[config.mk]
export PLATFORM = sky130hd
export DESIGN_NAME = regfile_write_arbiter
export DESIGN_NICKNAME = d
export VERILOG_FILES = /design/src/rtl/regfile_write_arbiter.sv
export SDC_FILE = /design/constraint.sdc
export NUM_CORES = 1
export LEC_CHECK = 0
export ABC_AREA = 0
export CAP_MARGIN = 20
export CELL_PAD_IN_SITES_DETAIL_PLACEMENT = 1
export CELL_PAD_IN_SITES_GLOBAL_PLACEMENT = 1
export CORE_ASPECT_RATIO = 1.4
export CORE_MARGIN = 10
export CORE_UTILIZATION = 30
export DETAILED_ROUTE_END_ITERATION = 16
export MAX_ROUTING_LAYER = met4
export PLACE_DENSITY_LB_ADDON = 0.3
export SLEW_MARGIN = 20
export SYNTH_ARGS = -nofsm -noshare
export SYNTH_HDL_FRONTEND = slang
export SYNTH_SLANG_ARGS = --single-unit
[constraint.sdc]
create_clock -name clk -period 1.9 [get_ports clk]
set_clock_uncertainty 0.2 [all_clocks]
set_input_delay 0.19 -clock clk [delete_from_list [all_inputs] [get_ports clk]]
set_output_delay 0.19 -clock clk [all_outputs]
set_load 0.005 [all_outputs]
[src/rtl/regfile_write_arbiter.sv]
// Round-robin write-port arbiter (ALU vs load) with a pending-write scoreboard and RAW hazard flag.
// Defining REGFILE_ARB_STATS_EN adds a saturating conflict_count output.
package constants_pkg;
    localparam int unsigned REGISTER_DATA_BITS = 8;
endpackage

module regfile_write_arbiter #(
    parameter int unsigned DATA_BITS = constants_pkg::REGISTER_DATA_BITS
) (
    input  logic                 clk,
    input  logic                 reset,
    input  logic                 claim_valid,
    input  logic [3:0]           claim_addr,
    input  logic                 alu_valid,
    output logic                 alu_ready,
    input  logic [3:0]           alu_addr,
    input  logic [DATA_BITS-1:0] alu_data,
    input  logic                 mem_valid,
    output logic                 mem_ready,
    input  logic [3:0]           mem_addr,
    input  logic [DATA_BITS-1:0] mem_data,
    output logic                 wr_enable,
    output logic [3:0]           wr_addr,
    output logic [DATA_BITS-1:0] wr_data,
    input  logic [3:0]           rd0_addr,
    input  logic                 rd0_enable,
    input  logic [3:0]           rd1_addr,
    input  logic                 rd1_enable,
    output logic [15:0]          busy,
    output logic                 hazard
`ifdef REGFILE_ARB_STATS_EN
    ,
    output logic [15:0]          conflict_count
`endif
);

    typedef enum logic {
        GRANT_ALU = 1'b0,
        GRANT_MEM = 1'b1
    } grant_t;

    grant_t      last_grant;
    logic        conflict;
    logic [15:0] busy_next;

    assign conflict = alu_valid & mem_valid;

    always_comb begin
        alu_ready = 1'b0;
        mem_ready = 1'b0;
        hazard    = 1'b0;
        if (!reset) begin
            alu_ready = alu_valid & (~mem_valid | (last_grant == GRANT_MEM));
            mem_ready = mem_valid & (~alu_valid | (last_grant == GRANT_ALU));
            hazard    = (rd0_enable & busy[rd0_addr]) | (rd1_enable & busy[rd1_addr]);
        end
    end

    // Clear before set so a new claim on the register being written wins.
    always_comb begin
        busy_next = busy;
        if (wr_enable) begin
            busy_next[wr_addr] = 1'b0;
        end
        if (claim_valid) begin
            busy_next[claim_addr] = 1'b1;
        end
    end

    always_ff @(posedge clk or posedge reset) begin
        if (reset) begin
            wr_enable  <= 1'b0;
            wr_addr    <= '0;
            wr_data    <= '0;
            busy       <= '0;
            last_grant <= GRANT_MEM;
        end else begin
            busy      <= busy_next;
            wr_enable <= alu_ready | mem_ready;
            if (alu_ready) begin
                wr_addr <= alu_addr;
                wr_data <= alu_data;
            end else if (mem_ready) begin
                wr_addr <= mem_addr;
                wr_data <= mem_data;
            end
            if (conflict) begin
                last_grant <= alu_ready ? GRANT_ALU : GRANT_MEM;
            end
        end
    end

`ifdef REGFILE_ARB_STATS_EN
    always_ff @(posedge clk or posedge reset) begin
        if (reset) begin
            conflict_count <= '0;
        end else if (conflict && (conflict_count != '1)) begin
            conflict_count <= conflict_count + 16'd1;
        end
    end
`endif

endmodule
==> metrics.txt, run 1 <==
Finished Core Util=0.525; Slew Limit Fails=0; drt initial violations=slightly above 40; Req. time, crit path=1510 ps; final hold violations=0; vias in the first global route=2030; clock buffer depth=2; f_max=between 500 and 600 MHz; fin cells=353; DRT Pass-1 Iters=4; Clock transition at path regs=60 ps; NumNets Final=327; pin count of the biggest net entering global routing=26; sequential share of the synthesized area=0.447; Via density=5.10; Root Buffer=clkbuf_8; worst skew pair latency=280 ps; status=finished, violations left; power density over cell area=896 nW/µm²; Die W=83.3 µm; commonest non-fill, non-tap cells in the layout=65 x clkdlybuf4s50_1, 37 x o21ai_0, 29 x dfrtp_1; FF-to-FF End=wr_data[1]; drc violations=0; post-detail-place hpwl=5.21 mm; Worst Slack Setup Final=-53.6 ps; synth warn=0; switching portion of total power=0.315; Die Ht=around 110 µm; crit path from=rd0_addr[0]; setup slack at placement=-592 ps; leak pwr=1.20 nW; Crit Reg-Reg Startpoint=last_grant; H-tree levels=2; ANT cells=0; die area=9040 µm²; core area=5490 µm²; overall routed net length=approximately 6.3 mm; Synth cell types=32; Fillers=638; hold_buf cts=0; global-route wire length before repair=10.5 mm; Starting Density=0.307; ratio of cells with drive above 1 in the final layout=0.175; initial antenna violation count=0; GPL Wtd Cong=0.842; register bit total from synthesis=30; total number of vias=1801; CTS tree=done; Clock power frac=0.202; slowest CP cell=clkdlybuf4s50_1; critical path type=in -> out; num ports=75; Num CTS Buffers=5; commonest non-fill, non-tap cell in the layout=clkdlybuf4s50_1; Largest delay share family, worst path=buffers and inverters; Avg Synthesized Cell Area=9.50 µm²; Post-Syn Nets=220; Area growth, synth to finish=71.1%; min cycle time layout=slightly below 2000 ps; Pint=0.00177 W; failing checks=negative setup slack; final setup vio count=1; Reg power frac=0.380; Inst Count DP=between 300 and 400; Comb pwr share=0.418; Worst Path Arrival=1560 ps; post-route ant nets=0; Worst Setup Start Kind=input port; crit end category=primary output; worst reg-to-reg path cell count=5; Worst Hold Class=in -> async; Max-Cap Viols=0; Netlist Area Pre-Place=between 1500 and 2000 µm²; slowest stage delay, CP=450 ps; worst vdd ir=about 0.43 mV; RSZ-0062 raised after global routing=yes; worst path cell trace=clkdlybuf4s50_1 -> buf_6 -> a2111oi_2 -> a221oi_1 -> nand4_1 -> nand3_1 -> buf_2; Wirelength per Cell=17.9 µm; FP Rows=32; Tcrit/Tclk final=1.03; Slew HR=0.661; CTS sink count=30; Buf/Inv on CP=3; # Post-CTS Setup Buffers=0; grt ovf=0; WP depth=7; Slew @ Worst Pin=507 ps; Total GRT Usage=0.144; NetSw=0.000811 W; Mapped Cells=177; Crit Path Max Fanout=8; number of port buffers=74; worst reg2reg setup slack=140 ps
[per-stage QoR]
stage	hold WS, ps	power, W	instance area, µm²	setup TNS [ps]
after floorplan	-84.4	0.00127	1690	0
after global placement	261	0.00201	2720	-3170
after detailed placement	275	0.00205	2720	-3450
after CTS	136	0.00261	2860	-119
after global routing	188	0.00275	2880	-168
final	159	0.00258	2880	-53.6
[registers in the layout (all words and copies together) (netlist names)]
name,flops
busy,16
wr_data,8
wr_addr,4
last_grant,1
wr_enable,1
[synth_stat cells (all sizes together)]
cell	count	area, µm²
mux2i	24	240
a31oi	2	12.5
o21ai	38	190
nor2	3	11.3
a22o	1	8.76
a32o	1	10.0
inv	3	11.3
nand3b	4	30.0
nor3b	1	7.51
nand4	1	6.26
dfstp	1	26.3
a21oi	2	10.0
o31ai	2	15.0
o2bb2ai	1	8.76
and3	2	12.5
a21boi	1	7.51
a221oi	1	8.76
a2111oi	5	43.8
nand3	9	45.0
clkbuf	2	7.51
nor4b	1	8.76
a22oi	1	7.51
nand2	20	75.1
dfrtp	29	726
nand2b	6	37.5
nor2b	10	65.1
nor4	1	6.26
buf	5	42.5
[area by class of cell]
type                    count  area [µm²]  area share
repair buffers            107        1020       0.353
multi-input cells         137         918       0.319
flip-flops and latches     30         752       0.261
clock buffers               7        86.3      0.0300
well taps                  68        85.1      0.0296
inverters                   3        15.0     0.00522
clock inverters             1        5.00     0.00174
[cells by family after synthesis]
| logic type | after synthesis | share of synthesized area |
|---|---|---|
| simple gates | 58 | 0.182 |
| compound gates | 55 | 0.192 |
| flops | 30 | 0.447 |
| mux | 24 | 0.143 |
| buf+inv | 10 | 0.0365 |
[repair_timing]
action                     in CTS  in global routing
setup endpoints to repair       3                  1
pin swaps                       5                  3
resized for setup              23                  6
[power groups by stage]
| stage | sequential [W] | clock [W] | combinational [W] |
|---|---|---|---|
| floorplan | 0.000958 | 0 | 0.000310 |
| global placement | 0.000972 | 0 | 0.00104 |
| detailed placement | 0.000980 | 0 | 0.00107 |
| CTS | 0.000980 | 0.000542 | 0.00109 |
| global route | 0.00100 | 0.000562 | 0.00119 |
| finish | 0.000979 | 0.000522 | 0.00108 |
[worst reg2reg max path: stages, from the launching register on]
cell and delay, ps:
dfstp_2 550, nand2b_1 100, and3_1 220, buf_4 260, mux2i_1 200, o21ai_0 110
[metal layers]
| layer | track usage | vias up | routed length (µm) |
|---|---|---|---|
| met5 | - | - | 0 |
| met4 | 0.0341 | 0 | 46 |
| met3 | 0.0436 | 4 | 403 |
| met2 | 0.267 | 60 | 3410 |
| met1 | 0.144 | 874 | 2450 |
| li1 | - | 863 | - |
[worst max-delay path by stage]
| stage | end | slack [ps] |
|---|---|---|
| 3_3_place_gp | hazard | -550 |
| 5_1_grt | hazard | -170 |
| 6_report | hazard | -50 |
| 2_1_floorplan | wr_addr[3] | 140 |
| 3_5_place_dp | hazard | -590 |
| 4_1_cts | hazard | -120 |
Note: power is estimated with default switching activity, not from simulation.
==> run 2, diff against run 1 <==
CORE_UTILIZATION = 27   (was 30)
clock period = 1.7 ns   (was 1.9 ns; I/O delays follow)
==> metrics.txt, run 2 (synthesis gave the netlist of run 1 again) <==
status=finished, violations left; failing checks=negative setup slack; post-detail-place hpwl=5.17 mm (-0.81%); Crit Path Max Fanout=2 (-6); Slew Limit Fails=0 (unchanged); Starting Density=0.275 (-0.0321); Wirelength per Cell=17.5 µm (-2.3%); Req. time, crit path=1330 ps (-180 ps); DRT Pass-1 Iters=4 (unchanged); largest reg by FF count=busy; Die Ht=113 µm (+4.4%); leak pwr=1.27 nW (+5.9%); Max-Cap Viols=0 (unchanged); Total GRT Usage=0.135 (-0.00909); Largest register FFs=16 (unchanged); Pwr Total=0.00311 W (+21%); initial antenna violation count=0 (unchanged); ANT cells=0 (unchanged); Worst Path Arrival=1580 ps (+20 ps); slowest stage delay, CP=400 ps (-50 ps); setup slack at placement=-753 ps (-161 ps); commonest non-fill, non-tap cell in the layout=clkdlybuf4s50_1; met3 WL=468 µm (+16%); Top Registers=busy (16), wr_data (8), wr_addr (4); Setup TNS=-247 ps (-193 ps); Root Buffer=clkbuf_8; power density over cell area=1030 nW/µm² (+15%); total number of vias=1825 (+1.3%); min cycle time layout=just under 2000 ps; Finished Core Util=0.496 (-0.0289); worst vdd ir=0.487 mV (+14%); Slew @ Worst Pin=385 ps (-122 ps); worst reg-to-reg path cell count=5 (unchanged); number of port buffers=74 (unchanged); H-tree levels=2 (unchanged); Num CTS Buffers=5 (unchanged); CTS tree=done; global-route wire length before repair=10.3 mm (-1.5%); commonest non-fill, non-tap cells in the layout=54 x clkdlybuf4s50_1, 36 x o21ai_0, 31 x buf_4; Worst Setup Start Kind=flop; NumNets Final=334 (+2.1%); wire length on met2=3.37 mm (-1.2%); drc violations=0 (unchanged); Crit Reg-Reg Startpoint=last_grant; f_max=514 MHz; hold_buf cts=0 (unchanged); FP Rows=34 (+6.3%); Comb pwr share=0.423 (+0.005); crit end category=primary output; Worst Hold Class=in -> async; FF-to-FF End=wr_addr[0]; worst path cell trace=buf_6 -> nor2b_4 -> a2111oi_4 -> nor4b_2 -> a31oi_1 -> nand3_1 -> buf_2; switching portion of total power=0.315 (about the same); drt initial violations=70 (+71%); final hold violations=0 (unchanged); vias in the first global route=2093 (+3.1%); NetSw=0.000980 W (+21%); Via density=5.01 (-1.7%); Die W=86.7 µm (+4.1%); Pint=0.00213 W (+21%); Slew HR=0.743 (+0.0818); Clock power frac=0.218 (+0.016); post-route ant nets=0 (unchanged); Area growth, synth to finish=80.6%; Tcrit/Tclk final=1.15; pin count of the biggest net entering global routing=31 (+19%); Reg power frac=0.359 (-0.021); critical path type=reg -> out; num ports=75 (unchanged); die area=9830 µm² (+8.7%); DR top layer=met4; grt ovf=0 (unchanged); slowest CP cell=dfrtp_1; RSZ-0062 raised after global routing=yes; final setup vio count=1 (unchanged); Worst Slack Setup Final=-247 ps (-193 ps); GPL Wtd Cong=0.892 (+5.9%); clock buffer depth=2 (unchanged); ratio of cells with drive above 1 in the final layout=0.247 (+0.0711); overall routed net length=6.36 mm (+0.71%); worst reg2reg setup slack=110 ps (-30 ps); Met1 Wirelength=2.32 mm (-5.3%); Clock transition at path regs=60 ps (about the same); core area=6130 µm² (+12%); Fin Hold WS=228 ps (+69.3 ps); worst skew pair latency=280 ps (about the same); CTS sink count=30 (unchanged)
[run 2: stage by stage]
stage / instance area, µm² / cells
2_1_floorplan: 1690 / 177
3_3_place_gp: 2750 / 351
5_1_grt: 3040 / 364
3_5_place_dp: 2750 / 351
4_1_cts: 2950 / 361
6_report: 3040 / 364
[run 2: power by group through the flow]
stage / Combinational [W] / Sequential (W) / Clock (W)
final: 0.00132 / 0.00112 / 0.000678
after global routing: 0.00145 / 0.00114 / 0.000734
after CTS: 0.00130 / 0.00111 / 0.000699
after detailed placement: 0.00128 / 0.00110 / 0
after global placement: 0.00125 / 0.00109 / 0
after floorplan: 0.000349 / 0.00107 / 0
[run 2: timing repair]
item / CTS / global route
buffers inserted: 2 / 2
cloned: 0 / 1
setup endpoints to repair: 25 / 16
pin swaps: 8 / 2
resized for setup: 45 / 21
[run 2: critical path, delay by kind of cell, from the launching register on]
kind,cells,cell delay [ps]
flops,1,400
simple gates,3,290
buf+inv,2,260
compound gates,2,350
[run 2: layout make-up]
type | count | area, µm²
Multi-Input combinational cell | 137 | 971
Timing Repair Buffer | 114 | 1090
Tap cell | 72 | 90.1
Inverter | 3 | 15.0
Clock buffer | 8 | 110
Sequential cell | 30 | 761
Fill cell | 723 | 3090
[run 2: routing by layer]
layer	vias up	track usage
met5	-	-
met4	0	0.0704
met3	12	0.0506
met2	65	0.233
met1	867	0.126
li1	881	-
[run 2: worst max path at each step]
stage                      startpoint          to  slack, ps  cells past startpoint
after floorplan                 reset  wr_addr[3]        -20                      6
after global placement    rd1_addr[2]      hazard       -710                      8
after detailed placement  rd1_addr[2]      hazard       -750                      8
after CTS                     busy[0]      hazard       -310                      7
after global routing          busy[0]      hazard       -350                      7
final                         busy[0]      hazard       -250                      7
